$ cat config.mk
export PLATFORM = sky130hd
export DESIGN_NAME = serial_frame_tx
export DESIGN_NICKNAME = d
export VERILOG_FILES = /design/src/rtl/serial_frame_tx.sv
export SDC_FILE = /design/constraint.sdc
export NUM_CORES = 1
export LEC_CHECK = 0
export CAP_MARGIN = 10
export CORE_MARGIN = 2
export CORE_UTILIZATION = 50
export CTS_BUF_LIST = sky130_fd_sc_hd__clkbuf_4
export DETAILED_ROUTE_END_ITERATION = 10
export PLACE_DENSITY = 0.83
export REMOVE_ABC_BUFFERS = 1
export SLEW_MARGIN = 20
export SYNTH_ARGS = -nofsm -noshare
export SYNTH_HDL_FRONTEND = slang
export SYNTH_SLANG_ARGS = --single-unit
$ cat constraint.sdc
create_clock -name clk -period 5.2 [get_ports clk]
set_clock_uncertainty 0.1 [all_clocks]
set_input_delay 1.04 -clock clk [delete_from_list [all_inputs] [get_ports clk]]
set_output_delay 1.04 -clock clk [all_outputs]
set_load 0.05 [all_outputs]
$ cat src/rtl/serial_frame_tx.sv
// serial_frame_tx: parallel-to-serial frame transmitter.
// Frame = start(0) | DATA_W data bits | optional even parity | stop(1),
// each bit held CLKS_PER_BIT clocks. Word accepted over valid/ready in IDLE.
//
// state    | meaning
// ---------+-----------------------------------------------
// S_IDLE   | line idle (1), ready for a word
// S_START  | driving start bit (0)
// S_DATA   | driving data bits from the shift register
// S_PARITY | driving even parity of the accepted word
// S_STOP   | driving stop bit (1); done pulses on exit
module serial_frame_tx #(
  parameter int DATA_W       = 8,
  parameter int CLKS_PER_BIT = 4,
  parameter int PARITY_EN    = 1,
  parameter int LSB_FIRST    = 1
) (
  input  logic              clk,
  input  logic              rst_n,
  input  logic              in_valid,
  input  logic [DATA_W-1:0] in_data,
  output logic              in_ready,
  output logic              sout,
  output logic              busy,
  output logic              done
);

  localparam int TW = (CLKS_PER_BIT > 1) ? $clog2(CLKS_PER_BIT) : 1;
  localparam int IW = $clog2(DATA_W + 1);

  typedef enum logic [2:0] {
    S_IDLE,
    S_START,
    S_DATA,
    S_PARITY,
    S_STOP
  } state_t;

  state_t            state_q, state_d;
  logic [TW-1:0]     tmr_q;
  logic [IW-1:0]     idx_q;
  logic [DATA_W-1:0] shreg_q, shreg_d;
  logic              par_q;
  logic              sout_q, sout_d;
  logic              done_q, done_d;
  logic              accept;
  logic              tmr_wrap;
  logic              last_bit;

  assign accept   = in_valid && (state_q == S_IDLE);
  assign tmr_wrap = (tmr_q == TW'(CLKS_PER_BIT - 1));
  assign last_bit = (idx_q == IW'(DATA_W - 1));

  // Next-state, next shift value, and next registered line level / done pulse.
  always_comb begin
    state_d = state_q;
    shreg_d = shreg_q;
    done_d  = 1'b0;
    sout_d  = 1'b1;
    case (state_q)
      S_IDLE: begin
        if (in_valid) begin
          state_d = S_START;
          shreg_d = in_data;
        end
      end
      S_START: begin
        if (tmr_wrap) state_d = S_DATA;
      end
      S_DATA: begin
        if (tmr_wrap) begin
          shreg_d = (LSB_FIRST != 0) ? (shreg_q >> 1) : (shreg_q << 1);
          if (last_bit) state_d = (PARITY_EN != 0) ? S_PARITY : S_STOP;
        end
      end
      S_PARITY: begin
        if (tmr_wrap) state_d = S_STOP;
      end
      S_STOP: begin
        if (tmr_wrap) begin
          state_d = S_IDLE;
          done_d  = 1'b1;
        end
      end
      default: state_d = S_IDLE;
    endcase
    // sout is registered, so it is derived from where the FSM is going next
    case (state_d)
      S_START:  sout_d = 1'b0;
      S_DATA:   sout_d = (LSB_FIRST != 0) ? shreg_d[0] : shreg_d[DATA_W-1];
      S_PARITY: sout_d = par_q;
      default:  sout_d = 1'b1;
    endcase
  end

  // State, line, done and shift-register update.
  always_ff @(posedge clk or negedge rst_n) begin
    if (!rst_n) begin
      state_q <= S_IDLE;
      shreg_q <= '0;
      sout_q  <= 1'b1;
      done_q  <= 1'b0;
    end else begin
      state_q <= state_d;
      shreg_q <= shreg_d;
      sout_q  <= sout_d;
      done_q  <= done_d;
    end
  end

  // Bit timer, bit index and parity capture.
  always_ff @(posedge clk or negedge rst_n) begin
    if (!rst_n) begin
      tmr_q <= '0;
      idx_q <= '0;
      par_q <= 1'b0;
    end else begin
      if (state_q == S_IDLE || tmr_wrap) tmr_q <= '0;
      else                               tmr_q <= tmr_q + 1'b1;
      if (accept) begin
        idx_q <= '0;
        par_q <= ^in_data;
      end else if (state_q == S_DATA && tmr_wrap) begin
        idx_q <= idx_q + 1'b1;
      end
    end
  end

  assign in_ready = (state_q == S_IDLE);
  assign busy     = (state_q != S_IDLE);
  assign sout     = sout_q;
  assign done     = done_q;

endmodule
==> results.md, run 1 <==
- Outcome: finished, final reports clean
- Least-Margin Pin Slew: 863.2 ps
- Endpoint class of the critical path: output pin
- Crit path kind: reg -> out
- Hold Crit Class: reg -> reg
- Register area share after synthesis: 0.5249
- FFs w/ async S/R, synth: 1.000
- Finished Cell Area: around 1100 um^2
- R2R Setup Slk: between 3000 and 4000 ps
- Crit path DAT: approximately 2000 ps
- Count of clock tree sinks: 20
- CTS H-Tree Depth: 1
- Cts repair resizes: 0
- Max Slew Vio Count: 0
- Worst hold start: tmr_q[0]
- Remaining DRCs: 0
- Die H: 47.73 um
- Worst-Skew Late Latency: 300 ps
- Relative slew slack: 0.4227
- Unrepaired setup endpoints after global routing: false
- First-pass GRT wire length: 2835 um
- Register bit count reported by yosys: 20
- Total track usage: 0.1867
- Starting density of the core: 0.5418
- Commonest cells in the netlist: dfrtp_1, nand2_1, inv_1
- CP Capture Point: in_ready
- Highest clock rate: between 300 and 400 MHz
- Ant. Diodes: 0
- Die X: around 48 um
- Setup crit start kind: register
- Post-synth top area share: 0.4974
- Post-synth top flop: dfrtp_1
- Initial DRC count: 50
- Layout cells sized above 1: 0.07843
- R2R Path End: sout
- Routed Antenna Nets: 0
- Endpoints failing setup: 0
- Synth Area per Inst: 10.74 um^2
- Final wirelength: approximately 1800 um
- Final Hold Fails: 0
- Leakage power: a little over 0.5 nW
- CTS Hold Bufs: 0
- Fin Setup TNS: 0 ps
- Vias/cell: between 5 and 6
- Post-synth EDFFs: 0
- CTS tree: done
- Number of port buffers: 14
- GPL Wtd Cong: ~0.7
- DR vias: 697
- Clock slew at reported path FFs: 110 ps
- Max-cap viol count: 0
- Post-synthesis cell count: 89
- Wire per inst: roughly 14 um
- Register-to-Register Path Depth: 4
- Initial antenna violation count: 0
- Mapped cell area: 955.9 um^2
- Area grow syn2layout: 18.06%
- Period utilization: 0.6045
- RR Startpoint: state_q[0]
- CP startpoint: state_q[0]
- Max VDD drop: 0.1629 mV
- Worst-case clock buffer depth: 2
- # rows: 15
- TritonRoute pass-1 iters: 4
- Largest net degree at the start of global routing: 21
- Final net count: 116
- Critical Path RT: ~4000 ps
- Tmin final: 3143 ps
- # Post-CTS Setup Buffers: 0
- IO Pins: 15
- Yosys warnings: 0
- Post-synth top area cell: dfrtp_1
- CTS Buf Count: 3
- GRT overflow: 0
- Largest cells by area after synthesis: dfrtp_1, a222oi_1, xnor2_1
- Placeable Area: 1764 um^2
- Dpl hpwl: between 1000 and 1500 um
- Clock Tree Root: clkbuf_4
- FILL cells: roughly 170
- Die area: between 2000 and 2500 um^2
- Netlist cell types: 27
- Worst Path Max Fanout: 10
- Count leader, synth: dfrtp_1
- Pwr per Cell Area: 249.6 nW/um^2
- Placed inst area: around 1100 um^2
- Vias in the first global route: 668
[cells in the final DEF (no fill, tap or decap), types with 2 or more instances in the layout]
master / n
o21ai_0: 5
a21oi_1: 3
xor2_1: 2
xnor2_1: 7
nand2b_1: 2
nand4b_1: 2
a222oi_1: 7
nand2_1: 9
dfrtp_1: 19
ha_1: 2
nor2_1: 4
clkbuf_4: 3
clkdlybuf4s50_1: 14
inv_1: 8
[layout make-up]
type / count / area [um^2] / share of cell area
Inverter: 8 / 30.03 / 0.02661
Sequential cell: 20 / 501.7 / 0.4446
Tap cell: 25 / 31.28 / 0.02772
Multi-Input combinational cell: 56 / 399.1 / 0.3537
Clock buffer: 3 / 22.52 / 0.01996
Timing Repair Buffer: 14 / 140.1 / 0.1242
Clock inverter: 1 / 3.754 / 0.003326
[through the flow]
step / setup slack, ps / total power [W] / cells / utilization / hold slack, ps
after floorplan: 2348 / 0.0001924 / 84 / - / 315.0
after global placement: 2457 / 0.0002091 / 123 / 0.6248 / 325.1
after detailed placement: 2398 / 0.0002107 / 123 / 0.6248 / 341.6
after CTS: 2049 / 0.0002841 / 127 / 0.6397 / 357.2
after global routing: 1958 / 0.0002950 / 127 / 0.6397 / 397.5
final: 2057 / 0.0002817 / 127 / 0.6397 / 353.4
[sequential cells by signal, indices dropped and copies added, names as in the netlist]
signal and flops:
state_q 3, sout 1, done 1, shreg_q 8
tmr_q 2, idx_q 4, par_q 1
[power by group]
group          total (W)  internal [W]  switching (W)
clock          0.0000744     0.0000280      0.0000463
combinational  0.0000422     0.0000212      0.0000211
sequential      0.000165      0.000162     0.00000360
[worst min-delay path by stage]
stage / slack [ps] / depth (start not counted) / to
after floorplan: 310 / 1 / tmr_q[0]
after global placement: 330 / 1 / tmr_q[0]
after detailed placement: 340 / 1 / tmr_q[0]
after CTS: 360 / 1 / tmr_q[0]
after global routing: 400 / 1 / tmr_q[0]
final: 350 / 1 / tmr_q[0]
[worst max-delay path, cell delays in order (launching register included)]
cell,delay [ps]
dfrtp_1,490
nor3_2,340
clkdlybuf4s50_1,860
[per-layer routing]
metal,share of wire,track usage
met5,0,0
met4,0.024,0.1135
met3,0.037,0.02264
met2,0.50,0.3147
met1,0.43,0.2265
[cell families (layout without fill, tap and decap cells)]
kind of cell    Yosys count  after routing  share of synthesized area
flops                    20             20                     0.5249
mux                       1              1                    0.01178
xor+xnor                  9              9                    0.08247
fa+ha+maj                 2              2                    0.02617
compound gates           18             18                     0.1440
simple gates             26             26                     0.1532
buf+inv                  13             26                    0.05759
Note: power is estimated with default switching activity, not from simulation.
==> inputs of run 2 (changes only) <==
Settings changed: CORE_UTILIZATION 50 to 49, PLACE_DENSITY 0.83 to 0.85.
Clock period 5.2 ns to 2.6 ns, I/O delays scaled along.
==> results.md, run 2 (same netlist as run 1, synthesis figures left out) <==
- Met1 GRT Util: 0.2452
- Reg power frac: 0.493
- Final wirelength: 1888 um
- Top flop regs: shreg_q: 8 flops, idx_q: 4 flops, state_q: 3 flops
- CTS H-Tree Depth: 1
- Commonest cells after routing, fill and taps aside: dfrtp_1, clkdlybuf4s50_1, nand2_1
- Die X: ~48 um
- Crit path kind: reg -> out
- Hold Crit Class: reg -> reg
- Layout cells sized above 1: 0.1058
- Starting density of the core: 0.5361
- CTS Hold Bufs: 0
- Dpl hpwl: roughly 1400 um
- Critical path cell sequence: nor3_2 > dlygate4sd2_1
- First-pass GRT wire length: 3056 um
- Leakage power: roughly 0.55 nW
- Vias in the first global route: 686
- Remaining DRCs: 0
- Min setup slack post-route: 273.1 ps
- Ant. Diodes: 0
- TritonRoute pass-1 iters: 7
- Met2 Use GR: 0.2947
- P_int: 0.0005228 W
- Hold depth: 1
- Total track usage: 0.1985
- # Post-CTS Setup Buffers: 0
- Final net count: 118
- GR peak layer: met2
- Endpoint class of the critical path: output pin
- CTS tree: done
- Max Slew Vio Count: 0
- Routed Antenna Nets: 0
- Fin Setup TNS: 0 ps
- Setup crit start kind: register
- Worst-case clock buffer depth: 2
- Highest clock rate: about 430 MHz
- Initial antenna violation count: 0
- Max-cap viol count: 0
- Vias/cell: between 5 and 6
- Global Route met3 Usage: 0.07037
- Clock power share: 0.377
- Crit path DAT: 1710 ps
- Switch share: 0.2218
- Unrepaired setup endpoints after global routing: false
- GRT overflow: 0
- Count of clock tree sinks: 20
- Clock slew at reported path FFs: 120 ps
- Worst Path Max Fanout: 10
- Relative slew slack: 0.6683
- Sw power: 0.0001490 W
- Critical Path RT: approximately 2000 ps
- Hold slack: 342.3 ps
- Max VDD drop: 0.4266 mV
- Most common cell after layout, fill and taps aside: dfrtp_1
- Area grow syn2layout: 22.51%
- CTS Buf Count: 3
- Top reg by flops: shreg_q
- FILL cells: 135
- Tmin final: about 2300 ps
- Worst-Skew Late Latency: 310 ps
- GPL Wtd Cong: 0.7587
- Placeable Area: 1783 um^2
- Crit-path slowest cell: dlygate4sd2_1
- Wire per inst: 14.64 um
- IO Pins: 15
- Endpoints failing setup: 0
- Pwr per Cell Area: 573.6 nW/um^2
- Die area: around 2300 um^2
- DR vias: 747
- Worst slack at placement: 312.4 ps
- Largest net degree at the start of global routing: 21
- Combinational power share: 0.130
- Initial DRC count: 53
- Max reg flops: 8
- Final Hold Fails: 0
- Period utilization: 0.8950
- CP peak stage delay: approximately 570 ps
- Clock Tree Root: clkbuf_4
- Die H: about 48 um
- Outcome: finished, final reports clean
- Register-to-Register Path Depth: 5
- # rows: 15
- Number of port buffers: 14
- Least-Margin Pin Slew: 496.8 ps
==> run 2: cell count changes in the layout (fill, tap and decap cells not counted), sizes merged <==
cell | before | now
buf | 0 | 2
bufinv | 0 | 1
clkdlybuf4s50 | 14 | 12
clkinv | 1 | 0
dlygate4sd2 | 0 | 1
dlymetal6s2s | 0 | 1
==> run 2: repair_timing <==
action | CTS | global route
endpoints found under the setup margin | 1 | 1
gates resized for setup | 1 | 1
endpoints found under the hold margin | 0 | 0
==> run 2: power by group through the flow <==
stage	combinational, W	clock, W	sequential [W]
global route	0.0000950	0.000270	0.000332
finish	0.0000875	0.000253	0.000331
floorplan	0.0000472	0	0.000338
global placement	0.0000855	0	0.000336
CTS	0.0000883	0.000255	0.000331
detailed placement	0.0000887	0	0.000337
==> run 2: worst paths after layout <==
path	from	to	slack, ps
max in group asynchronous	rst_n	sout	1690
setup / recovery	state_q[0]	in_ready	270
hold / removal	tmr_q[0]	tmr_q[0]	340
hold reg to reg	tmr_q[0]	tmr_q[0]	340
min in group asynchronous	rst_n	state_q[0]	430
setup reg to reg	tmr_q[0]	sout	590
==> run 2: cell type report <==
class,count,area [um^2],area share
clock buffer,3,22.52,0.01923
clock inverter,1,30.03,0.02564
inverter,8,30.03,0.02564
multi-input combinational,56,399.1,0.3408
sequential,20,501.7,0.4284
tap,25,31.28,0.02671
timing repair buffer,16,156.4,0.1335
==> run 2: metal layers <==
layer	vias to the layer above	share of wire
li1	349	-
met1	349	0.41
met2	41	0.49
met3	8	0.061
met4	0	0.037
met5	-	0
==> run 2: worst max-delay path: cells and delay by family (launching register included) <==
| family | cells | cell delay, ps |
|---|---|---|
| and+or+nand+nor | 1 | 330 |
| DFF | 1 | 500 |
| buffers and inverters | 1 | 570 |
==> run 2: through the flow <==
stage,instance area (um^2),total power (W),utilization,cells
2_1_floorplan,930.9,0.0003848,-,84
3_3_place_gp,1117,0.0004213,0.6267,125
3_5_place_dp,1117,0.0004255,0.6267,125
4_1_cts,1169,0.0006742,0.6554,129
5_1_grt,1171,0.0006967,0.6568,129
6_report,1171,0.0006717,0.6568,129
==> inputs of run 3 (changes only) <==
Settings changed: CTS_CLUSTER_SIZE set to 12, REMOVE_ABC_BUFFERS 1 to not set.
==> results.md, run 3 (same netlist as run 1, synthesis figures left out) <==
- Outcome: finished, final reports clean
- DR vias: a little over 700
- Wire per inst: 14.32 um
- Critical Path RT: 1980 ps
- Total track usage: 0.1900
- Clock slew at reported path FFs: 120 ps
- Max Slew Vio Count: 0
- P_int: 0.0005230 W
- Endpoint class of the critical path: output pin
- Leakage power: 0.5452 nW
- Tmin final: 2240 ps
- Starting density of the core: 0.5361
- Die H: 48.17 um
- Final Hold Fails: 0
- Crit path DAT: between 1500 and 2000 ps
- Max VDD drop: 0.4158 mV
- Crit path kind: reg -> out
- Ant. Diodes: 0
- Post-placement cell count: 125
- Largest net degree at the start of global routing: 21
- Max-cap viol count: 0
- CTS tree: done
- Top flop regs: shreg_q: 8 flops, idx_q: 4 flops, state_q: 3 flops
- Sw power: 0.0001514 W
- Final net count: 118
- Remaining DRCs: 0
- Design Power: 0.0006745 W
- Endpoints failing setup: 0
- Period utilization: 0.8617
- Vias in the first global route: 675
- Post-Syn Nets: ~100
- Commonest cells after routing, fill and taps aside: dfrtp_1, clkdlybuf4s50_1, nand2_1
- Initial DRC count: 33
- CTS H-Tree Depth: 1
- GPL Wtd Cong: 0.7683
- Hold Crit Class: reg -> reg
- TritonRoute pass-1 iters: 6
- Vias/cell: 5.612
- Count of clock tree sinks: 20
- Clock power share: 0.381
- Highest clock rate: 446.3 MHz
- # rows: 15
- Placed inst area: 1115 um^2
- IO Pins: 15
- Pwr per Cell Area: 576.5 nW/um^2
- Cell Count, Final, Fillers Out: 129
- Setup crit start kind: register
- Placeable Area: 1783 um^2
- Final wirelength: 1847 um
- Top Family by Delay on Critical Path: buffers and inverters
- Most common cell after layout, fill and taps aside: dfrtp_1
- Dpl hpwl: roughly 1400 um
- Die X: just under 50 um
- Number of port buffers: 14
- CTS Buf Count: 3
- Buf/Inv on CP: 1
- Relative slew slack: 0.6690
- Die area: ~2300 um^2
- Reg power frac: 0.490
- Worst-case clock buffer depth: 2
- Unrepaired setup endpoints after global routing: false
- Top reg by flops: shreg_q
- Worst-Skew Late Latency: 310 ps
- Finished Cell Area: 1170 um^2
- Max reg flops: 8
- Worst Path Max Fanout: 1
- Crit-path slowest cell: clkdlybuf4s50_1
- Least-Margin Pin Slew: 494.9 ps
- Switch share: 0.2245
- First-pass GRT wire length: 2891 um
- Clock Tree Root: clkbuf_4
- CP peak stage delay: 790 ps
- Critical path cell sequence: clkdlybuf4s50_1
- Initial antenna violation count: 0
- Hold slack: 372.6 ps
- Routed Antenna Nets: 0
- # Post-CTS Setup Buffers: 0
- Area grow syn2layout: 22.38%
- GRT overflow: 0
- Layout cells sized above 1: 0.1154
- Combinational power share: 0.129
- Fin Setup TNS: 0 ps
[run 3: routing by layer]
metal  GRT usage  up-vias  part of all wire
met1      0.2214      356              0.41
met4     0.08108        0             0.011
met3     0.06667        2             0.060
met2      0.3158       19              0.52
li1            -      347                 -
met5           0        -                 0
[run 3: timing repair]
action                                  CTS  global route
hold buffers                              0             0
endpoints found under the setup margin    0             1
resized for setup                         0             1
[run 3: final cells by class]
type	instances	area, um^2
inverter	8	30.03
clock buffer	3	22.52
clock inverter	1	30.03
timing repair buffer	16	155.1
fill	142	613.1
tap	25	31.28
multi-input combinational	56	399.1
sequential	20	501.7
[run 3: power groups by stage]
stage | Clock, W | Combinational (W) | Sequential [W]
after floorplan | 0 | 0.0000500 | 0.000336
after global placement | 0 | 0.0000851 | 0.000336
after detailed placement | 0 | 0.0000881 | 0.000337
after CTS | 0.000259 | 0.0000881 | 0.000331
after global routing | 0.000270 | 0.0000954 | 0.000332
final | 0.000257 | 0.0000868 | 0.000331
[run 3: worst paths after layout]
kind	from	to	cells past startpoint	slack, ps
setup / recovery	sout	sout	1	360
max in group asynchronous	rst_n	sout	2	1690
hold / removal	tmr_q[0]	tmr_q[0]	1	370
hold reg to reg	tmr_q[0]	tmr_q[0]	1	370
setup reg to reg	tmr_q[0]	sout	5	600
min in group asynchronous	rst_n	tmr_q[1]	2	440
[run 3: per-stage QoR]
| stage | utilization | setup WS, ps |
|---|---|---|
| floorplan | - | 235.8 |
| global placement | 0.6253 | 373.4 |
| detailed placement | 0.6253 | 336.8 |
| CTS | 0.6547 | 51.84 |
| global route | 0.6561 | 317.5 |
| finish | 0.6561 | 359.5 |
